`config.mk`:
```
export PLATFORM = sky130hd
export DESIGN_NAME = rll_key_sequencer
export DESIGN_NICKNAME = d
export VERILOG_FILES = /design/src/rtl/rll_key_sequencer.sv
export SDC_FILE = /design/constraint.sdc
export NUM_CORES = 1
export LEC_CHECK = 0
export BUFFER_PORTS_ARGS = -buffer_cell sky130_fd_sc_hd__buf_2
export CAP_MARGIN = 10
export CORE_MARGIN = 5
export CORE_UTILIZATION = 40
export DETAILED_ROUTE_END_ITERATION = 6
export GPL_TIMING_DRIVEN = 0
export PLACE_DENSITY = 0.66
export RECOVER_POWER = 50
export SLEW_MARGIN = 5
export SYNTH_ARGS = -nofsm -noshare
export SYNTH_HDL_FRONTEND = slang
export SYNTH_SLANG_ARGS = --single-unit
```
`constraint.sdc`:
```
create_clock -name clk -period 4.8 [get_ports clk]
set_input_delay 0 -clock clk [delete_from_list [all_inputs] [get_ports clk]]
set_output_delay 0 -clock clk [all_outputs]
set_load 0.05 [all_outputs]
```
`src/rtl/rll_key_sequencer.sv`:
```
`default_nettype none
// +--------------------------------------------------------------------------+
// | Module  : rll_key_sequencer                                              |
// | Purpose : Loads a serial unlock key with a nibble-XOR checksum, commits  |
// |           it to the keyIn bus of a logic-locked combinational core, and  |
// |           then runs valid/ready patterns through that core, capturing    |
// |           its outputs SETTLE cycles after each input update.             |
// | Ports   : clk, rst (async, active-high)                                  |
// |           key_sdi/key_sdi_valid  - serial key frame in, MSB first        |
// |           key_done/key_err       - one-cycle commit / mismatch pulses    |
// |           key_ok, key_out        - applied-key status and keyIn drive    |
// |           in_valid/in_ready/in_data    - pattern handshake               |
// |           core_in / core_out           - drive to / result from core     |
// |           out_valid/out_ready/out_data - result handshake                |
// |           busy                   - state outside IDLE and READY          |
// | Revision: 1.0 - initial release                                          |
// +--------------------------------------------------------------------------+
module rll_key_sequencer #(
  parameter int KEY_W  = 16,
  parameter int IN_W   = 32,
  parameter int OUT_W  = 32,
  parameter int SETTLE = 2
) (
  input  logic             clk,
  input  logic             rst,
  input  logic             key_sdi,
  input  logic             key_sdi_valid,
  output logic             key_done,
  output logic             key_err,
  output logic             key_ok,
  output logic [KEY_W-1:0] key_out,
  input  logic             in_valid,
  output logic             in_ready,
  input  logic [IN_W-1:0]  in_data,
  output logic [IN_W-1:0]  core_in,
  input  logic [OUT_W-1:0] core_out,
  output logic             out_valid,
  input  logic             out_ready,
  output logic [OUT_W-1:0] out_data,
  output logic             busy
);

  // Frame = key bits followed by the 4-bit checksum.
  localparam int FRAME_W = KEY_W + 4;
  // One counter serves both the frame bit count and the settle countdown.
  localparam int CNT_W   = $clog2(FRAME_W + SETTLE + 1);
  localparam logic [CNT_W-1:0] C_LAST_BIT    = CNT_W'(FRAME_W - 1);
  localparam logic [CNT_W-1:0] C_SETTLE_INIT = CNT_W'(SETTLE - 1);
  localparam logic [CNT_W-1:0] C_CNT_ONE     = CNT_W'(1);

  typedef enum logic [2:0] {
    S_IDLE  = 3'd0,
    S_LOAD  = 3'd1,
    S_CHECK = 3'd2,
    S_READY = 3'd3,
    S_WAIT  = 3'd4,
    S_HOLD  = 3'd5
  } state_t;

  state_t               r_state;
  state_t               w_state_nxt;
  logic [CNT_W-1:0]     r_cnt;
  logic [FRAME_W-1:0]   r_shift;
  logic [KEY_W-1:0]     r_key_out;
  logic                 r_key_ok;
  logic                 r_key_done;
  logic                 r_key_err;
  logic [IN_W-1:0]      r_core_in;
  logic [OUT_W-1:0]     r_out_data;
  logic                 r_out_valid;
  logic                 r_busy;

  logic [3:0]           w_sum;
  logic                 w_key_match;
  logic                 w_shift_en;
  logic                 w_accept;
  logic                 w_in_ready;

  // Checksum of the key portion of the shift register (bits above the nibble).
  always_comb begin
    w_sum = 4'h0;
    for (int i = 0; i < KEY_W / 4; i++) begin
      w_sum = w_sum ^ r_shift[4 + 4*i +: 4];
    end
  end
  assign w_key_match = (w_sum == r_shift[3:0]);

  // Key bits are only taken where a load can start or continue; anywhere
  // else (CHECK, WAIT, HOLD) they are dropped.
  assign w_shift_en = key_sdi_valid &&
                      (r_state == S_IDLE || r_state == S_LOAD || r_state == S_READY);
  // A key bit in READY wins over a pattern.
  assign w_in_ready = (r_state == S_READY) && !key_sdi_valid;
  assign w_accept   = w_in_ready && in_valid;

  always_ff @(posedge clk or posedge rst) begin
    if (rst) begin
      r_state <= S_IDLE;
    end else begin
      r_state <= w_state_nxt;
    end
  end

  always_comb begin
    w_state_nxt = r_state;
    case (r_state)
      S_IDLE:  if (key_sdi_valid) w_state_nxt = S_LOAD;
      S_LOAD:  if (key_sdi_valid && r_cnt == C_LAST_BIT) w_state_nxt = S_CHECK;
      S_CHECK: w_state_nxt = w_key_match ? S_READY : S_IDLE;
      S_READY: begin
        if (key_sdi_valid)  w_state_nxt = S_LOAD;
        else if (in_valid)  w_state_nxt = S_WAIT;
      end
      S_WAIT:  if (r_cnt == '0) w_state_nxt = S_HOLD;
      S_HOLD:  if (out_ready) w_state_nxt = S_READY;
      default: w_state_nxt = S_IDLE;
    endcase
  end

  always_ff @(posedge clk or posedge rst) begin
    if (rst) begin
      r_cnt       <= '0;
      r_shift     <= '0;
      r_key_out   <= '0;
      r_key_ok    <= 1'b0;
      r_key_done  <= 1'b0;
      r_key_err   <= 1'b0;
      r_core_in   <= '0;
      r_out_data  <= '0;
      r_out_valid <= 1'b0;
      r_busy      <= 1'b0;
    end else begin
      r_key_done <= 1'b0;
      r_key_err  <= 1'b0;
      r_busy     <= !(w_state_nxt == S_IDLE || w_state_nxt == S_READY);

      if (w_shift_en) begin
        r_shift <= {r_shift[FRAME_W-2:0], key_sdi};
      end

      case (r_state)
        S_IDLE: begin
          if (key_sdi_valid) r_cnt <= C_CNT_ONE;
        end
        S_LOAD: begin
          if (key_sdi_valid) begin
            // Clear on the last bit so READY is always entered with a zero count.
            r_cnt <= (r_cnt == C_LAST_BIT) ? '0 : r_cnt + C_CNT_ONE;
          end
        end
        S_CHECK: begin
          if (w_key_match) begin
            r_key_out  <= r_shift[FRAME_W-1:4];
            r_key_ok   <= 1'b1;
            r_key_done <= 1'b1;
          end else begin
            r_key_err  <= 1'b1;
          end
        end
        S_READY: begin
          if (key_sdi_valid) begin
            // Reload: the old key stays on the bus but is no longer trusted.
            r_cnt    <= C_CNT_ONE;
            r_key_ok <= 1'b0;
          end else if (in_valid) begin
            r_core_in <= in_data;
            r_cnt     <= C_SETTLE_INIT;
          end
        end
        S_WAIT: begin
          if (r_cnt == '0) begin
            r_out_data  <= core_out;
            r_out_valid <= 1'b1;
          end else begin
            r_cnt <= r_cnt - C_CNT_ONE;
          end
        end
        S_HOLD: begin
          if (out_ready) r_out_valid <= 1'b0;
        end
        default: ;
      endcase
    end
  end

  assign key_done  = r_key_done;
  assign key_err   = r_key_err;
  assign key_ok    = r_key_ok;
  assign key_out   = r_key_out;
  assign in_ready  = w_in_ready;
  assign core_in   = r_core_in;
  assign out_valid = r_out_valid;
  assign out_data  = r_out_data;
  assign busy      = r_busy;

  // w_accept documents the READY accept condition used by the FSM above.
  logic w_unused;
  assign w_unused = w_accept;

endmodule
`default_nettype wire

```
# Word-level counts from Yosys, hierarchy flattened
# Cells that the tools add are included.
classes:
  addsub: 2
  n_mul: 0
  div_mod_pow: 0
  n_lt_le_gt_ge: 0
  n_eq_ne: 16
  shifts: 0
  mux: 25
  n_bitwise: 4
  n_reduce_logical: 20
op_table:
  columns: ["operator", "count"]
  rows:
  - ["5-bit two-way mux", 6]
  - ["5-bit one-hot mux with 4 select lines", 1]
  - ["3-bit two-way mux", 6]
  - ["3-bit one-hot mux with 6 select lines", 1]
  - ["2-bit inequality test (second input constant)", 7]
  - ["4-bit XOR", 3]
  - ["3-bit by 2-bit equality test with 1-bit output (second input constant)", 3]
  - ["3-bit AND reduction", 3]
  - ["1-bit two-way mux", 8]
  - ["3-bit equality test (second input constant)", 2]
  - ["3-bit logical NOT", 2]
  - ["5-bit by 1-bit adder with 5-bit output (second input constant)", 1]
  - ["5-bit equality test (second input constant)", 1]
  - ["5-bit logical NOT", 1]
  - ["5-bit AND reduction", 1]
  - ["5-bit by 1-bit subtractor with 5-bit output (second input constant)", 1]
  - ["4-bit equality test", 1]
  - ["1-bit one-hot mux with 2 select lines", 2]
  - ["2-bit AND reduction", 2]
  - ["2-bit nonzero test", 2]
  - ["4-bit nonzero test", 1]
  - ["3-bit by 1-bit equality test with 1-bit output (second input constant)", 1]
  - ["1-bit logical AND", 3]
  - ["1-bit logical OR", 3]
  - ["other kinds (4)", 5]
word_totals:
  regBits: 113
  latchBits: 0
  ramBits: 0
  romBits: 0
  input_bits: 70
  output_inout_bits: 86
  word_cells: 78
  memories: 0

# Depth between registers and ports, before layout
depth:
  depth_word: 9
  mapped_depth: 7
  ltp_nobuf: 7

# Worst setup path after synthesis
# OpenSTA, ideal clock, no wires.
synth_path:
  path_kind: "register -> register"
  startpoint: "register r_state[0]"
  endpoint: "register r_core_in[10] (netlist: core_in[10])"
  setup_time_ns: 0.125
  arrival_ns: 2.662
  required_time_ns: 4.675
  slack_ns: 2.013
  path_stages_with_launch: 7
  path_buffers: 2
  period_less_slack_ns: 2.787
  path_cell_list: "dfrtp_1 > buf_2 > nand2_1 > nor3_1 > nand2_1 > clkbuf_1 > mux2_2"
synth_via:
  elab_chain_cells: 2
synth_lines:
  columns: ["item", "line", "rtl"]
  rows:
  - ["from (decl)", "60", "state_t r_state;"]
  - ["from (signal assigned)", "100", "r_state <= w_state_nxt;"]
  - ["3-bit by 2-bit equality test with 1-bit output", "141", "case (r_state)"]
  - ["3-bit AND reduction (no line)", null, null]
  - ["to (signal assigned)", "166", "r_core_in <= in_data;"]
  - ["to (decl)", "68", "logic [IN_W-1:0] r_core_in;"]
# No other way between the ends.
# A chain may end at the register's enable or synchronous reset.

==> key figures <==
Power and ir drop
  • Peak VDD IR: 0.3444 mV
  • Power Internal: 2522 uW
  • Combinational share of power: 32.2%
  • PD cells: 561.4 nW/um^2
  • Reg power frac: 34.3%
  • Net Sw Power: 1361 uW
  • Leak Pwr: 0.003383 uW
  • Net Sw Frac: 35.05%
  • Total power: 3883 uW
  • Clk pwr share: 33.4%

Timing
  • Minimum clock period: 2994 ps
  • RSZ-0062 raised after global routing: false
  • Fin worst setup slack: 1806 ps
  • TNS Setup: 0 ps
  • Max-slew headroom: -32.43%
  • Clock skew: 9.286 ps
  • Fin. Hold Viols: 0
  • Slew @ Worst Pin: 1976 ps
  • Final setup fails: 0
  • Fin crit share: 62.37%
  • Fin. max-slew vios: 116
  • Maximum clock rate: 334.0 MHz

Setup path
  • Crit-path slowest cell: clkbuf_2
  • Reg2reg start: r_cnt[0]
  • Kind of critical path: primary input to asynchronous set/reset pin
  • Critical Path Stages: 4
  • Crit start category: primary input
  • WP data required: 5010 ps
  • Reg2reg setup slack: 2430 ps
  • Top delay family on crit path: buffers and inverters
  • CP Data Arrival Time: 3200 ps
  • Worst Reg-to-Reg Cells: 6
  • Worst r2r dst: out_data[23]
  • Critical Path Fanout Max: 67
  • Critical Path, Cell by Cell: dlygate4sd3_1, buf_2, clkinvlp_2, clkbuf_2
  • Crit end category: asynchronous set/reset pin
  • Buf/Inv on CP: 4
  • Crit-path max cell delay: 1360 ps

Die
  • Initial core utilization: 41.13%
  • Die Width: 118.6 um
  • Die area: 14060 sq um
  • Ports: 156
  • Core Region: 11470 sq um
  • Die Y: 118.6 um
  • Site Rows: 39

Synth
  • Yosys Warn Count: 0
  • Net Count, Synth: 395
  • Synth cell types: 39
  • Syn Area/Cell: 14.65 sq um
  • Seq cells post-synth: 113
  • Mapped Area: 4717 sq um
  • Top cell type's share of synthesized area: 59.95%
  • Sequential area share after synthesis: 59.95%
  • Synth area leaders: dfrtp_1, mux2_2, mux2_4, xnor3_1, a21oi_1
  • Gate Count Post-Synth: 322
  • Dominant cell type by area after synthesis: dfrtp_1

Placed design
  • Post-DP HPWL: 7.733 mm
  • Routability cong.: 0.8108
  • Placed Area: 5704 sq um
  • Place WS: 2420 ps
  • I/O Buffers: 155

Global route
  • Vias in the first global route: 3740
  • Global route overflow: 0
  • Global-route usage over all layers: 16.94%
  • First-pass GRT wire length: 19.20 mm
  • Initial antenna violation count: 0
  • Largest net degree at the start of global routing: 68

Drt
  • Post-DR vias/cell: 4.821
  • Routed WL: 11.57 mm
  • DR iter-0 viols: 154
  • Post-route ant nets: 0
  • Vias: 3476
  • # DRC: 0
  • Routed wire per std cell: 16.04 um
  • DR pass1 iterations: 4

Layout
  • P&R area growth vs syn: 46.63%
  • Final #Nets: 638
  • Design area: 6917 sq um
  • Diode count: 0
  • Share of layout cells above drive strength 1: 43.77%

Clocking
  • H-tree Lvls: 4
  • TritonCTS clock tree: built
  • Reg clk slew, reported paths: 50 ps
  • CTS root buf: clkbuf_16
  • Clock Sinks: 113
  • Clock buffer depth: 2
  • Inserted Clock Buffers: 17
  • Insertion delay to the later sink of the worst-skew pair: 410 ps

Status
  • Failing checks: max-capacitance violations, max-slew violations
  • Run status: finished, violations left

Worst hold path
  • Hold Crit Class: primary input to flip-flop
  • Worst Hold Path Cells: 4
  • Hold path endpoint: r_state[0]
  • Worst hold start: in_valid

Run
  • Max Cap Viol: 2
[flip-flops by register name (all words and copies together), names as in the netlist]
| name | count |
|---|---|
| core_in | 32 |
| out_data | 32 |
| r_shift | 20 |
| key_out | 16 |
| r_cnt | 5 |
| r_state | 3 |
| busy | 1 |
| key_done | 1 |
| key_err | 1 |
| key_ok | 1 |
| out_valid | 1 |
[tightest hold or removal path: cells and delay by family]
| kind | cells | cell delay, ps |
|---|---|---|
| AND/OR/NAND/NOR | 1 | 70 |
| AO/OA/AOI/OAI | 2 | 240 |
| buffers and inverters | 1 | 120 |
[repair_timing]
item / in CTS / in global routing
hold buffers: 68 / 0
buffers inserted: 0 / 0
resized for setup: 0 / 0
setup endpoints to repair: 0 / 0
endpoints found under the hold margin: 116 / 0
[cell type report]
type	instances	area (sq um)
plain buffers	12	55.05
clock buffers	21	450.4
clock inverters	11	161.4
fillers	898	4551
inverters	6	23.77
multi-input cells	191	1812
flip-flops and latches	113	2828
well taps	143	178.9
repair buffers	224	1408
[cells by family after synthesis]
family          after synthesis  share of synthesized area, %
xor+xnor                     12                         3.421
fa+ha+maj                     3                        0.7958
compound gates               31                         4.350
buf+inv                      18                         1.645
simple gates                 45                         5.411
mux                         100                         24.43
flops                       113                         59.95
[power groups by stage]
stage	registers [uW]	logic, uW	clock network, uW
2_1_floorplan	1700	578	0
3_3_place_gp	1330	1200	0
3_5_place_dp	1350	1230	0
4_1_cts	1330	1280	1320
5_1_grt	1370	1340	1370
6_report	1330	1250	1300
[per-layer routing]
| layer | share of wire [%] | wire (um) | up-vias | GRT usage (%) |
|---|---|---|---|---|
| met1 | 43 | 4968 | 1681 | 20.69 |
| met2 | 48 | 5537 | 140 | 26.71 |
| met5 | 0 | 0 | - | 0 |
| li1 | - | - | 1635 | - |
| met3 | 7.3 | 845 | 20 | 7.116 |
| met4 | 1.9 | 216 | 0 | 6.591 |
[per-stage QoR]
stage | hold WS (ps) | utilization, % | instances
after floorplan | 123.5 | - | 322
after global placement | 231.3 | 49.46 | 620
after detailed placement | 54.62 | 49.74 | 621
after CTS | 38.13 | 61.01 | 721
after global routing | 70.96 | 60.32 | 721
final | 60.59 | 60.32 | 721
[synthesized netlist by cell type, drive strengths merged]
master	count
a21oi	11
a221oi	2
a22o	4
a31oi	2
and2	1
buf	5
clkbuf	7
dfrtp	113
ha	3
inv	6
mux2	100
nand2	15
nand2b	4
nand3	1
nand3b	1
nand4	2
nor2	6
nor2b	4
nor3	6
nor3b	1
nor4	1
nor4b	1
o2111ai	1
o21a	1
o21ai	6
o21bai	1
o22a	1
o22ai	1
o32ai	1
or2	1
or3b	1
xnor2	4
xnor3	4
xor2	4
[layout by cell type, fill, tap and decap left out, types with 3 or more instances in the layout]
| cell | n |
|---|---|
| nor3_1 | 6 |
| nand2_1 | 14 |
| buf_2 | 114 |
| o21ai_0 | 6 |
| nor2_1 | 6 |
| a22o_1 | 4 |
| xnor3_1 | 3 |
| clkinv_2 | 5 |
| clkbuf_16 | 17 |
| mux2_4 | 7 |
| nor2b_1 | 4 |
| xnor2_1 | 4 |
| bufinv_16 | 4 |
| nand2b_1 | 4 |
| xor2_1 | 4 |
| dlygate4sd3_1 | 68 |
| clkbuf_1 | 53 |
| a21oi_1 | 11 |
| dfrtp_1 | 113 |
| mux2_2 | 93 |
| ha_1 | 3 |
| inv_1 | 5 |
[how the worst max path moves through the flow]
stage | startpoint | end
after floorplan | rst | busy
after global placement | rst | out_data[3]
after CTS | r_cnt[0] | out_data[23]
final | rst | out_data[1]
after detailed placement | r_cnt[0] | out_data[23]
after global routing | rst | r_cnt[3]
Power figures use the tool's default switching activity.
